[src/rtl/uart_tx_arbiter_if.sv]
// Handshake bundle between NUM_REQ byte requesters, the round-robin
// arbiter and the downstream UART transmitter.
interface uart_tx_arbiter_if #(
    parameter int NUM_REQ = 4
) ();
    localparam int ID_W = $clog2(NUM_REQ);

    logic [NUM_REQ-1:0]   req_valid;
    logic [NUM_REQ-1:0]   req_ready;
    logic [8*NUM_REQ-1:0] req_data;
    logic [NUM_REQ-1:0]   req_last;
    logic [7:0]           tx_data;
    logic                 tx_valid;
    logic                 tx_ready;
    logic                 grant_valid;
    logic [ID_W-1:0]      grant_id;
    logic                 abort;

    // Requesters plus the UART side: they drive requests and tx_ready.
    modport master (
        output req_valid, req_data, req_last, tx_ready,
        input  req_ready, tx_data, tx_valid, grant_valid, grant_id, abort
    );

    // The arbiter itself.
    modport slave (
        input  req_valid, req_data, req_last, tx_ready,
        output req_ready, tx_data, tx_valid, grant_valid, grant_id, abort
    );
endinterface

[src/rtl/uart_tx_arbiter.sv]
// Packet-granular round-robin arbiter in front of a UART transmitter.
// A requester keeps the byte stream from grant until its req_last byte, so
// packets never interleave. A grant whose holder goes quiet for IDLE_TIMEOUT
// cycles is forcibly released with a one-cycle abort pulse.
module uart_tx_arbiter #(
    parameter int NUM_REQ      = 4,
    parameter int IDLE_TIMEOUT = 1024
) (
    input  logic              clk,
    input  logic              reset,
    uart_tx_arbiter_if.slave  bus
);
    localparam int ID_W  = $clog2(NUM_REQ);
    localparam int CNT_W = (IDLE_TIMEOUT > 1) ? $clog2(IDLE_TIMEOUT) : 1;
    // Counter value at which one more quiet cycle completes the timeout.
    localparam logic [CNT_W-1:0] CNT_LAST  = CNT_W'((IDLE_TIMEOUT > 0) ? IDLE_TIMEOUT - 1 : 0);
    // Pointer starts at the top index so requester 0 is scanned first.
    localparam logic [ID_W-1:0]  PTR_RESET = ID_W'(NUM_REQ - 1);

    typedef enum logic {
        IDLE,
        LOCKED
    } state_t;

    state_t             state;
    state_t             state_next;
    logic [ID_W-1:0]    grant_id_q;
    logic [ID_W-1:0]    last_ptr_q;
    logic [ID_W-1:0]    winner;
    logic [ID_W-1:0]    cand;
    logic               any_req;
    logic [CNT_W-1:0]   idle_cnt_q;
    logic [7:0]         tx_data_q;
    logic               tx_valid_q;
    logic               abort_q;
    logic               slot_free;
    logic               xfer;
    logic               xfer_last;
    logic               timeout_hit;
    logic [NUM_REQ-1:0] req_ready_c;
    logic [7:0]         grant_data;

    // The output register can accept a new byte when empty or draining now.
    assign slot_free = !tx_valid_q || bus.tx_ready;

    // Round-robin pick: first valid requester after the last packet owner.
    always_comb begin
        winner  = '0;
        any_req = 1'b0;
        cand    = '0;
        for (int k = 1; k <= NUM_REQ; k++) begin
            cand = ID_W'((int'(last_ptr_q) + k) % NUM_REQ);
            if (!any_req && bus.req_valid[cand]) begin
                any_req = 1'b1;
                winner  = cand;
            end
        end
    end

    // Byte presented by the current grant holder.
    always_comb begin
        grant_data = '0;
        for (int i = 0; i < NUM_REQ; i++) begin
            if (grant_id_q == ID_W'(i)) begin
                grant_data = bus.req_data[8*i +: 8];
            end
        end
    end

    // Next state, holder's ready, and the transfer/release events.
    always_comb begin
        state_next  = state;
        req_ready_c = '0;
        xfer        = 1'b0;
        xfer_last   = 1'b0;
        timeout_hit = 1'b0;
        case (state)
            IDLE: begin
                if (any_req) begin
                    state_next = LOCKED;
                end
            end
            LOCKED: begin
                req_ready_c[grant_id_q] = slot_free;
                xfer      = bus.req_valid[grant_id_q] && slot_free;
                xfer_last = xfer && bus.req_last[grant_id_q];
                if (xfer_last) begin
                    state_next = IDLE;
                end else if ((IDLE_TIMEOUT > 0) && !bus.req_valid[grant_id_q]
                             && (idle_cnt_q == CNT_LAST)) begin
                    timeout_hit = 1'b1;
                    state_next  = IDLE;
                end
            end
            default: state_next = IDLE;
        endcase
    end

    // FSM state register.
    always_ff @(posedge clk or posedge reset) begin
        if (reset) begin
            state <= IDLE;
        end else begin
            state <= state_next;
        end
    end

    // Grant holder, round-robin pointer and quiet-cycle counter.
    always_ff @(posedge clk or posedge reset) begin
        if (reset) begin
            grant_id_q <= '0;
            last_ptr_q <= PTR_RESET;
            idle_cnt_q <= '0;
        end else if (state == IDLE) begin
            if (any_req) begin
                grant_id_q <= winner;
                idle_cnt_q <= '0;
            end
        end else if (xfer_last || timeout_hit) begin
            last_ptr_q <= grant_id_q;
            grant_id_q <= '0;
            idle_cnt_q <= '0;
        end else if (xfer) begin
            idle_cnt_q <= '0;
        end else if (!bus.req_valid[grant_id_q]) begin
            idle_cnt_q <= idle_cnt_q + 1'b1;
        end
    end

    // Single output stage; a byte may load while the previous one drains.
    always_ff @(posedge clk or posedge reset) begin
        if (reset) begin
            tx_data_q  <= '0;
            tx_valid_q <= 1'b0;
        end else if (xfer) begin
            tx_data_q  <= grant_data;
            tx_valid_q <= 1'b1;
        end else if (bus.tx_ready) begin
            tx_valid_q <= 1'b0;
        end
    end

    // One-cycle abort pulse marking a timeout release.
    always_ff @(posedge clk or posedge reset) begin
        if (reset) begin
            abort_q <= 1'b0;
        end else begin
            abort_q <= timeout_hit;
        end
    end

    assign bus.req_ready   = req_ready_c;
    assign bus.tx_data     = tx_data_q;
    assign bus.tx_valid    = tx_valid_q;
    assign bus.grant_valid = (state == LOCKED);
    assign bus.grant_id    = grant_id_q;
    assign bus.abort       = abort_q;
endmodule

[src/flat_wrapper.sv]
// flat-port wrapper written by rule: the top's interface ports become plain ports
module uart_tx_arbiter_flat 
#(
    parameter int NUM_REQ      = 4,
    parameter int IDLE_TIMEOUT = 1024
)
  (clk, reset, bus_req_valid, bus_req_data, bus_req_last, bus_tx_ready, bus_req_ready, bus_tx_data, bus_tx_valid, bus_grant_valid, bus_grant_id, bus_abort);
  uart_tx_arbiter_if #(.NUM_REQ(NUM_REQ)) bus_i ();
  input  logic clk;
  input  logic reset;
  input wire logic [$bits(bus_i.req_valid)-1:0] bus_req_valid;
  input wire logic [$bits(bus_i.req_data)-1:0] bus_req_data;
  input wire logic [$bits(bus_i.req_last)-1:0] bus_req_last;
  input wire logic [$bits(bus_i.tx_ready)-1:0] bus_tx_ready;
  output wire logic [$bits(bus_i.req_ready)-1:0] bus_req_ready;
  output wire logic [$bits(bus_i.tx_data)-1:0] bus_tx_data;
  output wire logic [$bits(bus_i.tx_valid)-1:0] bus_tx_valid;
  output wire logic [$bits(bus_i.grant_valid)-1:0] bus_grant_valid;
  output wire logic [$bits(bus_i.grant_id)-1:0] bus_grant_id;
  output wire logic [$bits(bus_i.abort)-1:0] bus_abort;
  assign bus_i.req_valid = bus_req_valid;
  assign bus_i.req_data = bus_req_data;
  assign bus_i.req_last = bus_req_last;
  assign bus_i.tx_ready = bus_tx_ready;
  assign bus_req_ready = bus_i.req_ready;
  assign bus_tx_data = bus_i.tx_data;
  assign bus_tx_valid = bus_i.tx_valid;
  assign bus_grant_valid = bus_i.grant_valid;
  assign bus_grant_id = bus_i.grant_id;
  assign bus_abort = bus_i.abort;
  uart_tx_arbiter #(.NUM_REQ(NUM_REQ), .IDLE_TIMEOUT(IDLE_TIMEOUT)) u_core (.clk(clk), .reset(reset), .bus(bus_i));
endmodule
[config.mk]
export PLATFORM = sky130hd
export DESIGN_NAME = uart_tx_arbiter_flat
export DESIGN_NICKNAME = d
export VERILOG_FILES = /design/src/rtl/uart_tx_arbiter_if.sv /design/src/rtl/uart_tx_arbiter.sv /design/src/flat_wrapper.sv
export SDC_FILE = /design/constraint.sdc
export NUM_CORES = 1
export LEC_CHECK = 0
export CORE_AREA = 8 8 72 74
export CTS_CLUSTER_SIZE = 40
export DETAILED_ROUTE_END_ITERATION = 10
export DIE_AREA = 0 0 80 82
export PLACE_DENSITY = 0.73
export SYNTH_ARGS = -nofsm -noshare
export SYNTH_HDL_FRONTEND = slang
export SYNTH_SLANG_ARGS = --single-unit
[constraint.sdc]
create_clock -name clk -period 2.04 [get_ports clk]
set_input_delay 0.51 -clock clk [delete_from_list [all_inputs] [get_ports clk]]
set_output_delay 0.51 -clock clk [all_outputs]
set_load 0.1 [all_outputs]
[Word-level counts from Yosys, hierarchy flattened]
Cells that the tools add are included.
Cells by class
  multiplexer cells: 46
  equality and inequality tests: 6
  reductions and logical operators: 20
  bitwise logic cells: 2
  add/sub/neg operators: 5
  magnitude comparators: 6
Operators by type and width (count)
  $mux 10: 5
  $mux 8: 4
  $mux 1: 21
  $lt 2x3->1 const B: 5
  $mux 2: 7
  $bmux 1 s2: 6
  $add 10x1->10 const B: 1
  $eq 10x10->1 const B: 1
  $logic_and 1x1->1: 7
  $reduce_and 2->1: 3
  $logic_not 1->1: 5
  $add 2x1->2 const B: 2
  $add 2x2->2 const B: 2
  $and 4x4->4: 1
  $eq 2x2->1 const B: 2
  $mux 4: 1
  $ne 4x4->1 const B: 1
  $reduce_bool 2->1: 2
  $demux 1 s2: 1
  $eq 2x1->1 const B: 1
  $ge 2x1->1 const B: 1
  $logic_not 2->1: 1
  $logic_or 1x1->1: 2
  $ne 2x2->1 const B: 1
  2 further kinds: 2
Word-level totals
  output and inout port bits: 17
  input port bits: 43
  flip-flop bits (word level): 25

[Logic depth before layout (Yosys ltp)]
Gate-level depths: netlist of the first run.
  depth after elaboration: 15
  gate-level depth with buffers: 6
  mapped depth without buffers: 5

[Worst setup path after synthesis of the first run]
Ideal clock, no wire load.
  path type: register to output
  from: register u_core.grant_id_q[0] (netlist: u_core.bus.grant_id[0])
  to: output port bus_req_ready[1]
  setup slack: -1.494 ns
  path buffers: 2
  arrival time: 3.024 ns
  data required time: 1.530 ns
  cell stages (with the launch flop): 5
  cells stage by stage: dfrtp_1 > buf_2 > buf_1 > nand3_1 > nor2_1
On the way
  cells in the longest elaborated chain, start to end: 6
  elaborated cells on any way between the ends: 7
Ends and longest elaborated chain
  from (decl): line uart_tx_arbiter.sv:27  | logic [ID_W-1:0] grant_id_q;
  from (signal assigned): line uart_tx_arbiter.sv:116  | grant_id_q <= winner;
  $lt 2x3->1 (implied by the code) / $ge 2x1->1 (equally long branches): line uart_tx_arbiter.sv:84  | req_ready_c[grant_id_q] = slot_free;
  $logic_and 1x1->1 (implied by the code): line uart_tx_arbiter.sv:84
  $mux 1 (implied by the code): line uart_tx_arbiter.sv:84
  $demux 1 s2 (*)
  $and 4x4->4 (no line) (*)
  $mux 4 (*): line uart_tx_arbiter.sv:77  | case (state)
  to (decl): line flat_wrapper.sv:15  | output wire logic [$bits(bus_i.req_ready)-1:0] bus_req_ready;
Every way passes the cells marked *; elsewhere a longest branch is shown, timed or not.

[Worst setup path in the final report of the first run]
  from: input port bus_req_last[3]
  to: register u_core.last_ptr_q[1]
On the way
  cells in the longest elaborated chain, start to end: 7
  elaborated cells on any way between the ends: 8
Ends and longest elaborated chain
  from (decl): line flat_wrapper.sv:13  | input wire logic [$bits(bus_i.req_last)-1:0] bus_req_last;
  $bmux 1 s2 (*): line uart_tx_arbiter.sv:86  | xfer_last = xfer && bus.req_last[grant_id_q];
  $mux 1 (implied by the code) (*): line uart_tx_arbiter.sv:86
  $logic_and 1x1->1 (*): line uart_tx_arbiter.sv:86
  $mux 1: line uart_tx_arbiter.sv:87  | if (xfer_last) begin
  $mux 1: line uart_tx_arbiter.sv:77
  $logic_or 1x1->1 (*): line uart_tx_arbiter.sv:119  | end else if (xfer_last || timeout_hit) begin
  $reduce_and 2->1 (no line) (*)
  to (signal assigned): line uart_tx_arbiter.sv:120  | last_ptr_q <= grant_id_q;
  to (decl): line uart_tx_arbiter.sv:28  | logic [ID_W-1:0] last_ptr_q;
Every way passes the cells marked *; elsewhere a longest branch is shown, timed or not. The select of a mux whose other input is x is not followed.
A chain may end at the register's enable or synchronous reset.

==> run_results.csv, run 1 <==
group,metric,value,unit
timing,worst_pin_slew,0.3211,ns
final_layout,drive_gt1_share,35.62,%
timing,rsz0062_at_grt,"no",
cts,clock_sinks,25,
placement,place.gp.congestion,0.8469,
cts,htree_levels,1,
power,switching_power,2.037,mW
critical_path,cp-end-kind,"flip-flop",
timing,period_needed,1.996,ns
run,drv_cap,0,
critical_path,cp_slowest_cell,"mux4_2",
placement,dp.cells,266,
detailed_routing,route.detailed.drc,0,
floorplanning,die_area,6560,µm²
synthesis,syn_avg_cell_area,10.56,µm²
global_route,grt_antenna_before_repair,0,
timing,clock_skew,0.001568,ns
timing,worst_slack,0.04410,ns
detailed_routing,vias_per_cell,5.303,
floorplanning,die_w,80,µm
power,p_clk_share,7.6,%
synthesis,synth_compound_area_share,10.60,%
synthesis,synth_top_area_cell,"dfrtp_1",
placement,dpl_cell_area,2400,µm²
global_route,grt_usage,14.23,%
power,p_comb_share,70.5,%
synthesis,synthAdderAreaFrac,0.8285,%
detailed_routing,antenna_left,0,
cts,path_clk_slew,0.09,ns
timing,timing.fmax,501.0,MHz
detailed_routing,drtIter0Drc,92,
synthesis,synth_nets,187,
cts,numCtsBuffers,3,
global_route,grt_max_degree,26,
power,ir_drop,0.001384,V
synthesis,synth-seq-cells,25,
critical_path,required,2.25,ns
floorplanning,die_h,82,µm
power,powerDensity,1582,nW/µm²
floorplanning,coreArea,4144,µm²
critical_path,cp_cell_sequence,"clkdlybuf4s50_1, mux4_2, and3_1, o21ai_1, mux2_2",
status,status,"completed",
critical_path,worst-path-max-fanout,2,
timing,max-slew-margin-rel,78.59,%
synthesis,ys_top_cells_by_count,"23 x dfrtp_1, 12 x nand2_1, 11 x nor2_1",
detailed_routing,first_pass_iters,4,
cts,cts_tree,"yes",
timing,fin_crit_sh,97.84,%
synthesis,yosysTopAreaCellShare,38.11,%
global_route,grt_overflow,0,
synthesis,synth-xor-area-share,0,%
synthesis,synth-simple-area-share,20.05,%
power,power.internal,1.871,mW
timing,setup_violations,0,
critical_path,critical_path.top_delay_family,"multiplexers",
final_layout,final_cell_area,2470,µm²
power,p_sw_share,52.13,%
min_path,min_path_type,"flip-flop to flip-flop",
critical_path,critPathLaunchType,"input pin",
synthesis,synthCells,143,
global_route,grt_first_pass_wirelength,7258,µm
final_layout,num-fill-cells,372,
power,p_leak,1.019,nW
cts,clockRootBuffer,"clkbuf_8",
timing,report.final.slew_viol_count,0,
timing,hold_viol,0,
critical_path,critical_path_buf_inv_count,1,
final_layout,nets,264,
synthesis,synth-edff-count,0,
synthesis,ys.flop_type,"dfrtp_1",
placement,portBuffers,59,
global_route,grt_pass1_vias,1497,
synthesis,ys_seq_area_share,41.59,%
power,pwr-share-seq,21.9,%
final_layout,multi_input_area,889.6,µm²
placement,place_hpwl,3546,µm
final_layout,instances_no_fill,271,
synthesis,synth.distinct_cells,35,
floorplanning,num_rows,24,
synthesis,synthMuxAreaShare,23.03,%
final_layout,num_antenna_cells,0,
detailed_routing,wl_per_cell,16.05,µm
cts,clk_latency,0.27,ns
floorplanning,pin_count,60,
synthesis,yosys_warnings,0,
synthesis,async_flop_share,100.0,%
critical_path,cp.arrival,2.20,ns
detailed_routing,totalWireLength,4350,µm
final_layout,areaGrowthSynthToFinish,63.55,%
synthesis,synthTopCellsByArea,"dfrtp_1 38%, mux4_2 15%, mux2_2 7.5%",
cts,clockBufferDepth,2,
synthesis,synth_top_family_by_area,"multiplexers",
floorplanning,start_util,36.44,%
placement,post-place-ws,-0.4415,ns
critical_path,crit_type,"input pin to flip-flop",
final_layout,seq_area,640.6,µm²
critical_path,cp_slowest_stage_delay,0.46,ns
synthesis,syn_area,1510,µm²
synthesis,synth_most_common_cell,"dfrtp_1",
detailed_routing,vias,1437,
cell type report:
| type | instances | area share (%) |
|---|---|---|
| multi-input cells | 105 | 36.02 |
| flip-flops and latches | 25 | 25.94 |
| clock buffers | 4 | 1.824 |
| inverters | 6 | 1.013 |
| well taps | 52 | 2.634 |
| repair buffers | 79 | 32.57 |
power groups by stage:
stage | combinational [mW] | sequential, mW | clock, mW
floorplan | 1.09 | 1.64 | 0
global placement | 2.72 | 0.845 | 0
detailed placement | 2.75 | 0.856 | 0
CTS | 2.77 | 0.856 | 0.306
global route | 2.89 | 0.888 | 0.325
finish | 2.75 | 0.856 | 0.298
flip-flops by register name (all words and copies together) (netlist names):
signal	count
u_core.bus.grant_valid	1
u_core.last_ptr_q	2
u_core.bus.tx_data	8
u_core.idle_cnt_q	10
u_core.bus.grant_id	2
u_core.bus.tx_valid	1
u_core.bus.abort	1
path summary, 6_finish.rpt:
check,startpoint,endpoint,slack (ns),cells past startpoint
min in group asynchronous,reset,u_core.bus.abort,0.58,3
worst min register to register,u_core.bus.tx_data[3],u_core.bus.tx_data[3],0.51,1
worst max-delay path,bus_req_last[3],u_core.last_ptr_q[1],0.04,5
worst min-delay path,u_core.bus.tx_data[3],u_core.bus.tx_data[3],0.51,1
worst max register to register,u_core.bus.grant_id[1],u_core.last_ptr_q[1],0.09,5
max in group asynchronous,reset,u_core.last_ptr_q[1],1.17,3
cells by family (layout without fill, tap and decap cells):
logic type / count (synthesis) / count (layout)
simple gates: 58 / 58
mux: 21 / 21
compound gates: 25 / 25
flops: 25 / 25
fa+ha+maj: 1 / 1
buf+inv: 13 / 89
layer usage:
metal | GRT usage, % | routed length (µm) | vias to the layer above | part of all wire [%]
met2 | 25.06 | 2243 | 45 | 52
met5 | 0 | 0 | - | 0
met3 | 3.063 | 232 | 7 | 5.3
li1 | - | - | 697 | -
met4 | 4.727 | 61 | 0 | 1.4
met1 | 16.78 | 1812 | 688 | 42
metrics by stage:
stage	hold WS, ns	utilization (%)	total power [mW]	TNS (ns)
floorplan	0.4722	-	2.736	-2.453
global placement	0.4898	57.91	3.567	-7.208
detailed placement	0.4952	57.91	3.609	-8.128
CTS	0.5155	59.60	3.937	0
global route	0.5356	59.60	4.099	0
finish	0.5124	59.60	3.908	0
layout by cell type (no fill, tap or decap), types with 5 or more instances in the layout:
master           instances
inv_1                    5
mux2_2                  10
a31oi_1                  6
nand4_1                  5
a21oi_1                  5
nor2_1                   7
mux4_2                  10
o21ai_0                  5
nand2_1                 12
buf_12                   9
clkdlybuf4s50_1         37
buf_4                   28
dfrtp_1                 19
nand3_1                  7
dlygate4sd2_1            5
repair_timing:
item | 4_1_cts | 5_1_grt
hold endpoints to repair | 0 | 0
endpoints found under the setup margin | 15 | 2
hold buffers | 0 | 0
buffers inserted | 1 | 0
pin swaps | 6 | 1
resized for setup | 10 | 0
Power figures use the tool's default switching activity.
==> inputs of run 2 (changes only) <==
--- a/config.mk
+++ b/config.mk
@@ -5,10 +5,11 @@
 export SDC_FILE = /design/constraint.sdc
 export NUM_CORES = 1
 export LEC_CHECK = 0
-export CORE_AREA = 8 8 72 74
+export CAP_MARGIN = 0
+export CORE_AREA = 8 8 71 73
 export CTS_CLUSTER_SIZE = 40
 export DETAILED_ROUTE_END_ITERATION = 10
-export DIE_AREA = 0 0 80 82
+export DIE_AREA = 0 0 79 81
 export PLACE_DENSITY = 0.73
 export SYNTH_ARGS = -nofsm -noshare
 export SYNTH_HDL_FRONTEND = slang
==> constraint.sdc (replaced) <==
create_clock -name clk -period 2.15 [get_ports clk]
set_input_delay 0.5375 -clock clk [delete_from_list [all_inputs] [get_ports clk]]
set_output_delay 0.5375 -clock clk [all_outputs]
set_load 0.1 [all_outputs]
==> run 2 against run 1 <==
Largest cell class unchanged. Critical endpoint is now u_core.idle_cnt_q[9]. Clock power shrank 3%. Via count fell by 0.70%. Sequential power down 3.3%. Clock skew grew 0.0033 ns. Critical path type unchanged. Power down 7.5%. Sequential cell count did not move. Largest power group unchanged. Setup slack better by 0.071 ns. Routed wire length is 1.7% lower. Combinational power is 9.1% lower.
==> run_results.csv, run 2 (synthesis gave the netlist of run 1 again) <==
group,metric,value,unit
status,status,"completed",
detailed_routing,vias_per_cell,5.405,
floorplanning,die_h,81,µm
timing,timing.fmax,491.4,MHz
detailed_routing,antenna_left,0,
global_route,grt_pass1_vias,1545,
timing,clock_skew,0.004861,ns
critical_path,required,2.36,ns
cts,htree_levels,1,
floorplanning,num_rows,23,
timing,fin_crit_sh,94.65,%
min_path,min_path_type,"flip-flop to flip-flop",
cts,clockRootBuffer,"clkbuf_8",
cts,cts_tree,"yes",
final_layout,final_core_util,62.02,%
detailed_routing,route.detailed.drc,0,
placement,place.gp.congestion,0.8833,
timing,max-slew-margin-rel,77.97,%
timing,report.final.slew_viol_count,0,
power,powerDensity,1489,nW/µm²
final_layout,areaGrowthSynthToFinish,60.73,%
critical_path,cp-end-kind,"flip-flop",
placement,portBuffers,59,
timing,worst_pin_slew,0.3304,ns
power,ir_drop,0.001179,V
floorplanning,die_w,79,µm
cts,clk_latency,0.27,ns
run,drv_cap,0,
cts,path_clk_slew,0.09,ns
placement,dpl_cell_area,2335,µm²
critical_path,critPathLaunchType,"input pin",
final_layout,regMostFlops,"u_core.idle_cnt_q",
timing,period_needed,2.035,ns
final_layout,num_antenna_cells,0,
timing,setup_violations,0,
global_route,grt_first_pass_wirelength,7251,µm
global_route,grt_overflow,0,
final_layout,final_cell_area,2427,µm²
final_layout,final_common_cell,"clkdlybuf4s50_1",
final_layout,num-fill-cells,334,
power,p_leak,1.013,nW
global_route,grt_max_degree,26,
timing,holdWs,0.5212,ns
final_layout,layout_common_cells,"37 x clkdlybuf4s50_1, 24 x buf_4, 19 x dfrtp_1",
placement,place_hpwl,3499,µm
cts,numCtsBuffers,3,
global_route,grt_antenna_before_repair,0,
detailed_routing,wl_per_cell,16.20,µm
power,p_total,3.614,mW
final_layout,nets,259,
detailed_routing,drtIter0Drc,92,
detailed_routing,first_pass_iters,4,
floorplanning,coreArea,3914,µm²
final_layout,drive_gt1_share,35.05,%
timing,hold_viol,0,
floorplanning,die_area,6399,µm²
global_route,grt_usage,13.99,%
critical_path,cp.arrival,2.25,ns
detailed_routing,vias,1427,
cts,clockBufferDepth,2,
timing,rsz0062_at_grt,"no",
timing,final.setup.tns,0,ns
critical_path,worst-path-max-fanout,6,
cts,clock_sinks,25,
floorplanning,start_util,38.59,%
final_layout,largest_reg_flops,10,
floorplanning,pin_count,60,
critical_path,crit_type,"input pin to flip-flop",
detailed_routing,totalWireLength,4278,µm
-- run 2: routing by layer --
layer	global-route usage, %	vias up	part of all wire (%)	routed length (µm)
li1	-	683	-	-
met1	15.91	693	41	1736
met2	24.08	45	51	2161
met3	5.629	6	7.9	339
met4	3.333	0	0.96	41
met5	0	-	0	0
-- run 2: worst max-delay path: stages --
cell and delay (ns):
dlygate4sd2_1 0.28, mux4_2 0.55, or2_4 0.28, or4_4 0.51
nand3_2 0.08
-- run 2: report_power, final --
part	switching, mW	internal, mW
logic	1.59	0.908
registers	0.173	0.655
clock network	0.157	0.131
-- run 2: worst paths after layout --
kind | start | to | slack, ns | depth (start not counted)
worst max-delay path | bus_req_valid[3] | u_core.idle_cnt_q[9] | 0.12 | 5
worst min-delay path | u_core.bus.tx_data[7] | u_core.bus.tx_data[7] | 0.52 | 1
worst max register to register | u_core.bus.grant_id[1] | u_core.idle_cnt_q[9] | 0.23 | 4
worst min register to register | u_core.bus.tx_data[7] | u_core.bus.tx_data[7] | 0.52 | 1
max in group asynchronous | reset | u_core.last_ptr_q[0] | 1.24 | 3
min in group asynchronous | reset | u_core.bus.tx_data[4] | 0.61 | 3
-- run 2: metrics by stage --
step	worst slack, ns	std cells
final	0.1151	264
after detailed placement	-0.4609	259
after floorplan	-0.08670	143
after global routing	0.04184	264
after CTS	0.02945	264
after global placement	-0.4200	259
-- run 2: area by class of cell --
class | count | area [µm²] | share of cell area (%)
Multi-Input combinational cell | 105 | 893.4 | 36.80
Timing Repair Buffer | 74 | 757.0 | 31.19
Sequential cell | 25 | 640.6 | 26.39
Tap cell | 50 | 62.56 | 2.577
Clock buffer | 3 | 41.29 | 1.701
Inverter | 6 | 25.02 | 1.031
Clock inverter | 1 | 7.507 | 0.3093
-- run 2: timing repair --
| item | in CTS | in global routing |
|---|---|---|
| pin swaps | 1 | 2 |
| hold buffers | 0 | 0 |
| setup buffers | 1 | 0 |
| gates resized for setup | 6 | 6 |
| endpoints found under the setup margin | 15 | 4 |
